### src/rtl/uart_fifo_core.sv
// uart_fifo_core -- buffered, parametrised UART for the SoC peripheral bus.
//
// Everything runs in the clk domain. One 16x oversampling tick (every div+1
// clocks) drives both the transmitter and the receiver. rxd is the only
// asynchronous input; it passes through a 2-FF synchroniser.
//
// Compile-time option:
//   UART_PARITY_EN  when defined, parity generation/checking and the PAR
//                   states are built in; otherwise cfg_par_en/cfg_par_odd are
//                   ignored, frames carry no parity bit and rx_par_err is 0.
//
// Ports:
//   clk, rst           system clock; asynchronous active-low reset
//   div                baud divisor, one 16x tick every div+1 clocks
//   cfg_en             block enable (0 forces both FSMs idle, txd high)
//   cfg_par_en/odd     parity enable / odd select
//   cfg_stop2          two stop bits on TX
//   tx_data, tx_wr     TX FIFO write port
//   tx_full, tx_level  TX FIFO status
//   tx_busy            frame in progress or TX FIFO not empty
//   rx_data            RX FIFO head (first-word fall-through)
//   rx_frm_err         framing-error flag of the head word
//   rx_par_err         parity-error flag of the head word
//   rx_rd              pop RX FIFO head
//   rx_empty, rx_level RX FIFO status
//   rx_ovf, err_clr    sticky RX overflow and its clear
//   irq_en_rx/tx, irq  interrupt enables and registered request
//   rxd, txd           serial lines

// Circular FIFO with pointers one bit wider than the address. The read side
// is fall-through; once empty, rdata holds the last word popped.
module uart_fifo_core_fifo #(
    parameter int WIDTH = 8,
    parameter int DEPTH = 16,
    localparam int AW = $clog2(DEPTH)
) (
    input  logic             clk,
    input  logic             rst,
    input  logic             push,
    input  logic [WIDTH-1:0] wdata,
    input  logic             pop,
    output logic [WIDTH-1:0] rdata,
    output logic             full,
    output logic             empty,
    output logic [AW:0]      level,
    output logic             drop
);
    logic [WIDTH-1:0] mem [DEPTH];
    logic [AW:0]      wptr_q;
    logic [AW:0]      rptr_q;
    logic [WIDTH-1:0] hold_q;
    logic             do_push;
    logic             do_pop;

    assign empty   = (wptr_q == rptr_q);
    assign full    = (wptr_q[AW] != rptr_q[AW]) && (wptr_q[AW-1:0] == rptr_q[AW-1:0]);
    assign level   = wptr_q - rptr_q;
    assign do_pop  = pop && !empty;
    // A simultaneous pop frees the slot, so push at full still lands.
    assign do_push = push && (!full || do_pop);
    assign drop    = push && !do_push;
    assign rdata   = empty ? hold_q : mem[rptr_q[AW-1:0]];

    always_ff @(posedge clk) begin
        if (do_push) begin
            mem[wptr_q[AW-1:0]] <= wdata;
        end
    end

    always_ff @(posedge clk or negedge rst) begin
        if (!rst) begin
            wptr_q <= '0;
            rptr_q <= '0;
            hold_q <= '0;
        end else begin
            if (do_push) begin
                wptr_q <= wptr_q + 1'b1;
            end
            if (do_pop) begin
                rptr_q <= rptr_q + 1'b1;
                hold_q <= mem[rptr_q[AW-1:0]];
            end
        end
    end
endmodule

module uart_fifo_core #(
    parameter int DATA_BITS  = 8,
    parameter int FIFO_DEPTH = 16,
    parameter int DIV_W      = 16
) (
    input  logic                          clk,
    input  logic                          rst,
    input  logic [DIV_W-1:0]              div,
    input  logic                          cfg_en,
    input  logic                          cfg_par_en,
    input  logic                          cfg_par_odd,
    input  logic                          cfg_stop2,
    input  logic [DATA_BITS-1:0]          tx_data,
    input  logic                          tx_wr,
    output logic                          tx_full,
    output logic [$clog2(FIFO_DEPTH):0]   tx_level,
    output logic                          tx_busy,
    output logic [DATA_BITS-1:0]          rx_data,
    output logic                          rx_frm_err,
    output logic                          rx_par_err,
    input  logic                          rx_rd,
    output logic                          rx_empty,
    output logic [$clog2(FIFO_DEPTH):0]   rx_level,
    output logic                          rx_ovf,
    input  logic                          err_clr,
    input  logic                          irq_en_rx,
    input  logic                          irq_en_tx,
    output logic                          irq,
    input  logic                          rxd,
    output logic                          txd
);
    localparam logic [3:0] LAST_BIT = 4'(DATA_BITS - 1);

`ifdef UART_PARITY_EN
    typedef enum logic [2:0] {TX_IDLE, TX_START, TX_DATA, TX_PAR, TX_STOP1, TX_STOP2} tx_state_t;
    typedef enum logic [2:0] {RX_IDLE, RX_START, RX_DATA, RX_PAR, RX_STOP} rx_state_t;
`else
    typedef enum logic [2:0] {TX_IDLE, TX_START, TX_DATA, TX_STOP1, TX_STOP2} tx_state_t;
    typedef enum logic [2:0] {RX_IDLE, RX_START, RX_DATA, RX_STOP} rx_state_t;
    logic unused_par_cfg;
    assign unused_par_cfg = cfg_par_en ^ cfg_par_odd;
`endif

    // ------------------------------------------------------------------
    // Baud generator
    // ------------------------------------------------------------------
    logic [DIV_W-1:0] baud_q;
    logic             tick;

    assign tick = cfg_en && (baud_q == div);

    always_ff @(posedge clk or negedge rst) begin
        if (!rst) begin
            baud_q <= '0;
        end else if (!cfg_en || tick) begin
            baud_q <= '0;
        end else begin
            baud_q <= baud_q + 1'b1;
        end
    end

    // ------------------------------------------------------------------
    // TX FIFO and transmitter
    // ------------------------------------------------------------------
    logic [DATA_BITS-1:0] tx_head;
    logic                 tx_empty;
    logic                 tx_pop;
    logic                 tx_drop_unused;

    uart_fifo_core_fifo #(
        .WIDTH (DATA_BITS),
        .DEPTH (FIFO_DEPTH)
    ) u_tx_fifo (
        .clk   (clk),
        .rst   (rst),
        .push  (tx_wr),
        .wdata (tx_data),
        .pop   (tx_pop),
        .rdata (tx_head),
        .full  (tx_full),
        .empty (tx_empty),
        .level (tx_level),
        .drop  (tx_drop_unused)
    );

    tx_state_t            tx_state_q, tx_state_d;
    logic [3:0]           tx_tcnt_q, tx_tcnt_d;
    logic [3:0]           tx_bcnt_q, tx_bcnt_d;
    logic [DATA_BITS-1:0] tx_sh_q, tx_sh_d;
    logic                 tx_load;
    logic                 tx_bit_end;
`ifdef UART_PARITY_EN
    logic                 tx_par_q, tx_par_d;
`endif

    always_ff @(posedge clk or negedge rst) begin
        if (!rst) begin
            tx_state_q <= TX_IDLE;
            tx_tcnt_q  <= '0;
            tx_bcnt_q  <= '0;
            tx_sh_q    <= '0;
`ifdef UART_PARITY_EN
            tx_par_q   <= 1'b0;
`endif
        end else begin
            tx_state_q <= tx_state_d;
            tx_tcnt_q  <= tx_tcnt_d;
            tx_bcnt_q  <= tx_bcnt_d;
            tx_sh_q    <= tx_sh_d;
`ifdef UART_PARITY_EN
            tx_par_q   <= tx_par_d;
`endif
        end
    end

    // The tick counter wraps 15->0 on its own, so a bit boundary needs no
    // explicit counter clear.
    always_comb begin
        tx_state_d = tx_state_q;
        tx_tcnt_d  = tx_tcnt_q;
        tx_bcnt_d  = tx_bcnt_q;
        tx_sh_d    = tx_sh_q;
`ifdef UART_PARITY_EN
        tx_par_d   = tx_par_q;
`endif
        tx_pop     = 1'b0;
        tx_load    = 1'b0;
        txd        = 1'b1;
        tx_bit_end = tick && (tx_tcnt_q == 4'd15);
        if (tick) begin
            tx_tcnt_d = tx_tcnt_q + 4'd1;
        end

        case (tx_state_q)
            TX_IDLE: begin
                tx_load = !tx_empty;
            end
            TX_START: begin
                txd = 1'b0;
                if (tx_bit_end) begin
                    tx_state_d = TX_DATA;
                    tx_bcnt_d  = '0;
                end
            end
            TX_DATA: begin
                txd = tx_sh_q[0];
                if (tx_bit_end) begin
                    tx_sh_d = tx_sh_q >> 1;
                    if (tx_bcnt_q == LAST_BIT) begin
`ifdef UART_PARITY_EN
                        tx_state_d = cfg_par_en ? TX_PAR : TX_STOP1;
`else
                        tx_state_d = TX_STOP1;
`endif
                    end else begin
                        tx_bcnt_d = tx_bcnt_q + 4'd1;
                    end
                end
            end
`ifdef UART_PARITY_EN
            TX_PAR: begin
                txd = tx_par_q;
                if (tx_bit_end) begin
                    tx_state_d = TX_STOP1;
                end
            end
`endif
            TX_STOP1: begin
                if (tx_bit_end) begin
                    if (cfg_stop2) begin
                        tx_state_d = TX_STOP2;
                    end else begin
                        tx_state_d = TX_IDLE;
                        tx_load    = !tx_empty;
                    end
                end
            end
            TX_STOP2: begin
                if (tx_bit_end) begin
                    tx_state_d = TX_IDLE;
                    tx_load    = !tx_empty;
                end
            end
            default: begin
                tx_state_d = TX_IDLE;
            end
        endcase

        // Loading straight from a stop bit gives back-to-back frames.
        if (tx_load) begin
            tx_pop     = 1'b1;
            tx_sh_d    = tx_head;
            tx_tcnt_d  = '0;
            tx_state_d = TX_START;
`ifdef UART_PARITY_EN
            tx_par_d   = (^tx_head) ^ cfg_par_odd;
`endif
        end

        if (!cfg_en) begin
            tx_state_d = TX_IDLE;
            tx_pop     = 1'b0;
            tx_tcnt_d  = '0;
            txd        = 1'b1;
        end
    end

    assign tx_busy = (tx_state_q != TX_IDLE) || !tx_empty;

    // ------------------------------------------------------------------
    // RX synchroniser and receiver
    // ------------------------------------------------------------------
    logic rx_s1_q, rx_s2_q, rx_prev_q;

    always_ff @(posedge clk or negedge rst) begin
        if (!rst) begin
            rx_s1_q   <= 1'b1;
            rx_s2_q   <= 1'b1;
            rx_prev_q <= 1'b1;
        end else begin
            rx_s1_q   <= rxd;
            rx_s2_q   <= rx_s1_q;
            rx_prev_q <= rx_s2_q;
        end
    end

    rx_state_t            rx_state_q, rx_state_d;
    logic [3:0]           rx_tcnt_q, rx_tcnt_d;
    logic [3:0]           rx_bcnt_q, rx_bcnt_d;
    logic [DATA_BITS-1:0] rx_sh_q, rx_sh_d;
    logic                 rx_perr_q, rx_perr_d;
    logic                 rx_push;
    logic                 rx_frm;
    logic                 rx_bit_end;

    always_ff @(posedge clk or negedge rst) begin
        if (!rst) begin
            rx_state_q <= RX_IDLE;
            rx_tcnt_q  <= '0;
            rx_bcnt_q  <= '0;
            rx_sh_q    <= '0;
            rx_perr_q  <= 1'b0;
        end else begin
            rx_state_q <= rx_state_d;
            rx_tcnt_q  <= rx_tcnt_d;
            rx_bcnt_q  <= rx_bcnt_d;
            rx_sh_q    <= rx_sh_d;
            rx_perr_q  <= rx_perr_d;
        end
    end

    // The start bit is checked at its 8th tick and the counter is re-zeroed
    // there, so every later bit end (16 ticks on) lands mid-bit.
    always_comb begin
        rx_state_d = rx_state_q;
        rx_tcnt_d  = rx_tcnt_q;
        rx_bcnt_d  = rx_bcnt_q;
        rx_sh_d    = rx_sh_q;
        rx_perr_d  = rx_perr_q;
        rx_push    = 1'b0;
        rx_frm     = 1'b0;
        rx_bit_end = tick && (rx_tcnt_q == 4'd15);
        if (tick) begin
            rx_tcnt_d = rx_tcnt_q + 4'd1;
        end

        case (rx_state_q)
            RX_IDLE: begin
                if (rx_prev_q && !rx_s2_q) begin
                    rx_state_d = RX_START;
                    rx_tcnt_d  = '0;
                    rx_perr_d  = 1'b0;
                end
            end
            RX_START: begin
                if (tick && (rx_tcnt_q == 4'd7)) begin
                    rx_tcnt_d  = '0;
                    rx_bcnt_d  = '0;
                    rx_state_d = rx_s2_q ? RX_IDLE : RX_DATA;
                end
            end
            RX_DATA: begin
                if (rx_bit_end) begin
                    rx_sh_d = {rx_s2_q, rx_sh_q[DATA_BITS-1:1]};
                    if (rx_bcnt_q == LAST_BIT) begin
`ifdef UART_PARITY_EN
                        rx_state_d = cfg_par_en ? RX_PAR : RX_STOP;
`else
                        rx_state_d = RX_STOP;
`endif
                    end else begin
                        rx_bcnt_d = rx_bcnt_q + 4'd1;
                    end
                end
            end
`ifdef UART_PARITY_EN
            RX_PAR: begin
                if (rx_bit_end) begin
                    rx_perr_d  = rx_s2_q ^ (^rx_sh_q) ^ cfg_par_odd;
                    rx_state_d = RX_STOP;
                end
            end
`endif
            RX_STOP: begin
                if (rx_bit_end) begin
                    rx_push    = 1'b1;
                    rx_frm     = !rx_s2_q;
                    rx_state_d = RX_IDLE;
                end
            end
            default: begin
                rx_state_d = RX_IDLE;
            end
        endcase

        if (!cfg_en) begin
            rx_state_d = RX_IDLE;
            rx_push    = 1'b0;
        end
    end

    // ------------------------------------------------------------------
    // RX FIFO: word stored as {frm, par, data}
    // ------------------------------------------------------------------
    logic [DATA_BITS+1:0] rx_wword;
    logic [DATA_BITS+1:0] rx_head;
    logic                 rx_full_unused;
    logic                 rx_drop;

    assign rx_wword = {rx_frm, rx_perr_q, rx_sh_q};

    uart_fifo_core_fifo #(
        .WIDTH (DATA_BITS + 2),
        .DEPTH (FIFO_DEPTH)
    ) u_rx_fifo (
        .clk   (clk),
        .rst   (rst),
        .push  (rx_push),
        .wdata (rx_wword),
        .pop   (rx_rd),
        .rdata (rx_head),
        .full  (rx_full_unused),
        .empty (rx_empty),
        .level (rx_level),
        .drop  (rx_drop)
    );

    assign rx_data    = rx_head[DATA_BITS-1:0];
    assign rx_par_err = rx_head[DATA_BITS];
    assign rx_frm_err = rx_head[DATA_BITS+1];

    // ------------------------------------------------------------------
    // Sticky overflow and interrupt
    // ------------------------------------------------------------------
    always_ff @(posedge clk or negedge rst) begin
        if (!rst) begin
            rx_ovf <= 1'b0;
            irq    <= 1'b0;
        end else begin
            if (rx_drop) begin
                rx_ovf <= 1'b1;
            end else if (err_clr) begin
                rx_ovf <= 1'b0;
            end
            irq <= (irq_en_rx && !rx_empty) || (irq_en_tx && (tx_level == '0)) || rx_ovf;
        end
    end
endmodule
### config.mk
export PLATFORM = sky130hd
export DESIGN_NAME = uart_fifo_core
export DESIGN_NICKNAME = d
export VERILOG_FILES = /design/src/rtl/uart_fifo_core.sv
export SDC_FILE = /design/constraint.sdc
export NUM_CORES = 1
export LEC_CHECK = 0
export BUFFER_PORTS_ARGS = -buffer_cell sky130_fd_sc_hd__buf_4
export CAP_MARGIN = 30
export CORE_MARGIN = 10
export CORE_UTILIZATION = 40
export CTS_BUF_LIST = sky130_fd_sc_hd__clkbuf_8
export CTS_CLUSTER_SIZE = 10
export DETAILED_ROUTE_END_ITERATION = 10
export GPL_ROUTABILITY_DRIVEN = 0
export SYNTH_ARGS = -nofsm -noshare
export SYNTH_HDL_FRONTEND = slang
export SYNTH_SLANG_ARGS = --single-unit
### constraint.sdc
create_clock -name clk -period 4.5 [get_ports clk]
set_input_delay 0.45 -clock clk [delete_from_list [all_inputs] [get_ports clk]]
set_output_delay 0.45 -clock clk [all_outputs]
set_load 0.05 [all_outputs]
==> flow_summary.json <==
{
  "core_um2": 37700,
  "worst_slack_ns": 0.679,
  "drive_gt1_share_pct": 26.4,
  "cts_inserted_buffers": 56,
  "ys_ff_latch": 359,
  "period_share_pct": 84.9,
  "period_needed_ns": 3.82,
  "grt_pass1_wl_mm": 46.0,
  "rr_worst_depth": 9,
  "hold_viol_final": 0,
  "cp-start-kind": "register",
  "hold_start": "err_clr",
  "track_usage_pct": 12.3,
  "n_antenna_cell": 0,
  "p_clk_share_pct": 28.2,
  "p_per_area_nw_per_um2": 520,
  "ys_warn_count": 0,
  "skew_ns": 0.0172,
  "cts_buffer_depth": 3,
  "syn_inst": 891,
  "cap_viol_max_count": 0,
  "layout_common_cells": "edfxtp_1 (272), mux4_2 (85), dfrtp_1 (82), buf_4 (75), inv_1 (61)",
  "syn_area_um2": 15300,
  "synth-edff-count": 272,
  "post_cts_resized": 0,
  "holdCritPathClass": "input port to register",
  "rsz0062_at_grt": "no",
  "total_power_mw": 9.04,
  "path_cells": "buf_4 > mux4_2 > mux4_2 > mux2_2 > buf_4",
  "io_pins": 62,
  "async_flop_share_pct": 24.2,
  "vdd_drop_max_v": 0.000706,
  "drc": 0,
  "grt.overflow.total": 0,
  "max_stage_delay_ns": 0.61,
  "grt_pass1_vias": 8129,
  "syn_area_per_cell_um2": 17.1,
  "slew_headroom_pct": 39.0,
  "htreeDepth": 2,
  "crit_path_max_fanout": 28,
  "combPwrFrac_pct": 27.7,
  "vias_per_cell": 5.00,
  "p_switching_mw": 2.89,
  "mostFrequentLayoutCell": "edfxtp_1",
  "row_count": 71,
  "routed_wl_mm": 28.7,
  "antenna_found_initial": 0,
  "setup_viol": 0,
  "syn_to_final_growth_pct": 13.7,
  "dieArea_um2": 46400,
  "synth.distinct_cells": 55,
  "first_pass_iters": 5,
  "die_h_um": 215,
  "drt_iter0_drc": 449,
  "switching_share_pct": 32.0,
  "start_util_pct": 40.6,
  "clk_pin_slew_worst_paths_ns": 0.06,
  "synthFlopType": "edfxtp_1",
  "p_seq_share_pct": 44.1,
  "preCtsSetupSlack_ns": 1.17,
  "cp_slowest_cell": "dfrtp_2",
  "r2r_end": "u_tx_fifo.mem[9][2]$_DFFE_PP_",
  "end_kind": "output port",
  "crit_type": "register to output port",
  "drv_slew": 0,
  "worstPathArrival_ns": 3.37,
  "clk_latency_ns": 0.60,
  "layout.nets": 1050,
  "r2r_start": "u_tx_fifo.rptr_q[2]$_DFFE_PN0P_",
  "status": "finished clean",
  "leakage_nw": 6.71,
  "grt_max_degree": 47,
  "required_ns": 4.05,
  "crit_path_end": "rx_data[3]",
  "critPathLaunch": "u_rx_fifo.rptr_q[0]$_DFFE_PN0P_",
  "fmax_mhz": 262,
  "tritoncts": "built",
  "cts_root_buffer": "clkbuf_8",
  "syn-num-nets": 952,
  "r2r_slack_ns": 1.22,
  "internal-power_mw": 6.15,
  "dp_hpwl_mm": 19.4,
  "clkSinkCount": 359,
  "worst_slew_pin_slew_ns": 0.911,
  "vias": 7744,
  "die_width_um": 215,
  "synth-seq-area-share_pct": 67.7,
  "wl_per_cell_um": 18.6,
  "ant_nets": 0,
  "fin_util_pct": 46.1,
  "whs_ns": 0.0480,
  "port_buffers": 58,
  "tns_ns": 0
}
[power by group through the flow]
stage                     logic [mW]  clock network [mW]  registers [mW]
after floorplan                 1.96                   0            3.95
after global placement          2.55                   0            4.05
after detailed placement        2.55                   0            4.06
after CTS                       2.56                2.64            3.99
after global routing            2.72                2.79            4.02
final                           2.50                2.55            3.99
[routing by layer]
layer | track usage, % | vias to the layer above | part of all wire, % | wire, um
li1 | - | 3643 | - | -
met1 | 16.4 | 3925 | 46 | 13100
met2 | 20.2 | 129 | 49 | 13900
met3 | 2.46 | 47 | 4.0 | 1160
met4 | 3.43 | 0 | 1.7 | 493
met5 | 0 | - | 0 | 0
[stage by stage]
stage,instance area (um2),instances
floorplan,15300,891
global route,17400,1548
global placement,16300,1440
detailed placement,16300,1440
CTS,17400,1548
finish,17400,1548
[synth_stat cells, types with 15 or more instances]
| master | count | area, um2 |
|---|---|---|
| xnor2_1 | 25 | 219 |
| nand2_1 | 39 | 146 |
| clkbuf_1 | 16 | 60.1 |
| edfxtp_1 | 272 | 8170 |
| a21oi_1 | 15 | 75.1 |
| and2_1 | 18 | 113 |
| xor2_1 | 35 | 307 |
| mux2_2 | 27 | 304 |
| inv_1 | 31 | 116 |
| ha_1 | 23 | 288 |
| nor2_1 | 44 | 165 |
| nand3_1 | 26 | 130 |
| mux4_2 | 85 | 1910 |
| dfrtp_1 | 84 | 2100 |
| o21ai_0 | 16 | 80.1 |
[repair_timing]
action	CTS	global route
hold buffers	2	0
endpoints found under the hold margin	44	0
setup endpoints to repair	0	0
setup buffers	0	0
[worst min path at each step]
stage	cells past startpoint	end	slack, ns
6_report	2	rx_ovf$_DFFE_PN0P_	0.05
5_1_grt	2	rx_ovf$_DFFE_PN0P_	0.02
4_1_cts	2	rx_ovf$_DFFE_PN0P_	0.01
3_5_place_dp	0	rx_s2_q$_DFF_PN1_	0.35
3_3_place_gp	0	rx_s2_q$_DFF_PN1_	0.35
2_1_floorplan	0	baud_q[0]$_DFF_PN0_	0.15
[sequential cells by signal, summed over array words and instances, names as in the netlist]
| name | count |
|---|---|
| baud_q | 16 |
| rx_s1_q | 1 |
| rx_sh_q | 8 |
| tx_state_q | 3 |
| tx_sh_q | 8 |
| u_rx_fifo.mem | 144 |
| rx_s2_q | 1 |
| rx_state_q | 2 |
| rx_tcnt_q | 4 |
| u_rx_fifo.wptr_q | 5 |
| irq | 1 |
| rx_bcnt_q | 4 |
| u_rx_fifo.rptr_q | 5 |
| rx_ovf | 1 |
| rx_prev_q | 1 |
| u_tx_fifo.rptr_q | 5 |
| tx_bcnt_q | 4 |
| u_tx_fifo.wptr_q | 5 |
| u_rx_fifo.hold_q | 9 |
| u_tx_fifo.mem | 128 |
| tx_tcnt_q | 4 |
[final cells by class]
type	count	area, um2
Tap cell	511	639
Timing Repair Buffer	77	583
Inverter	33	124
Fill cell	3352	20300
Clock buffer	59	812
Multi-Input combinational cell	462	4620
Clock inverter	47	241
Sequential cell	359	10400
[worst max-delay path: cells and delay by family (launching register included)]
family   cells  cell delay (ns)
flops        1             0.61
mux          3             1.40
buf+inv      2             0.75
[logic make-up after synthesis]
group                      count (synthesis)  share of synthesized area (%)
AOI/OAI and AO/OA                         51                           2.10
buffers and inverters                     70                           2.01
other                                      1                         0.0245
DFF                                      359                           67.7
and+or+nand+nor                          204                           7.43
xor gates and xnor gates                  60                           3.44
adders and majority gates                 25                           2.15
muxes                                    121                           15.1
No activity file was read; power rests on OpenSTA's default activity.
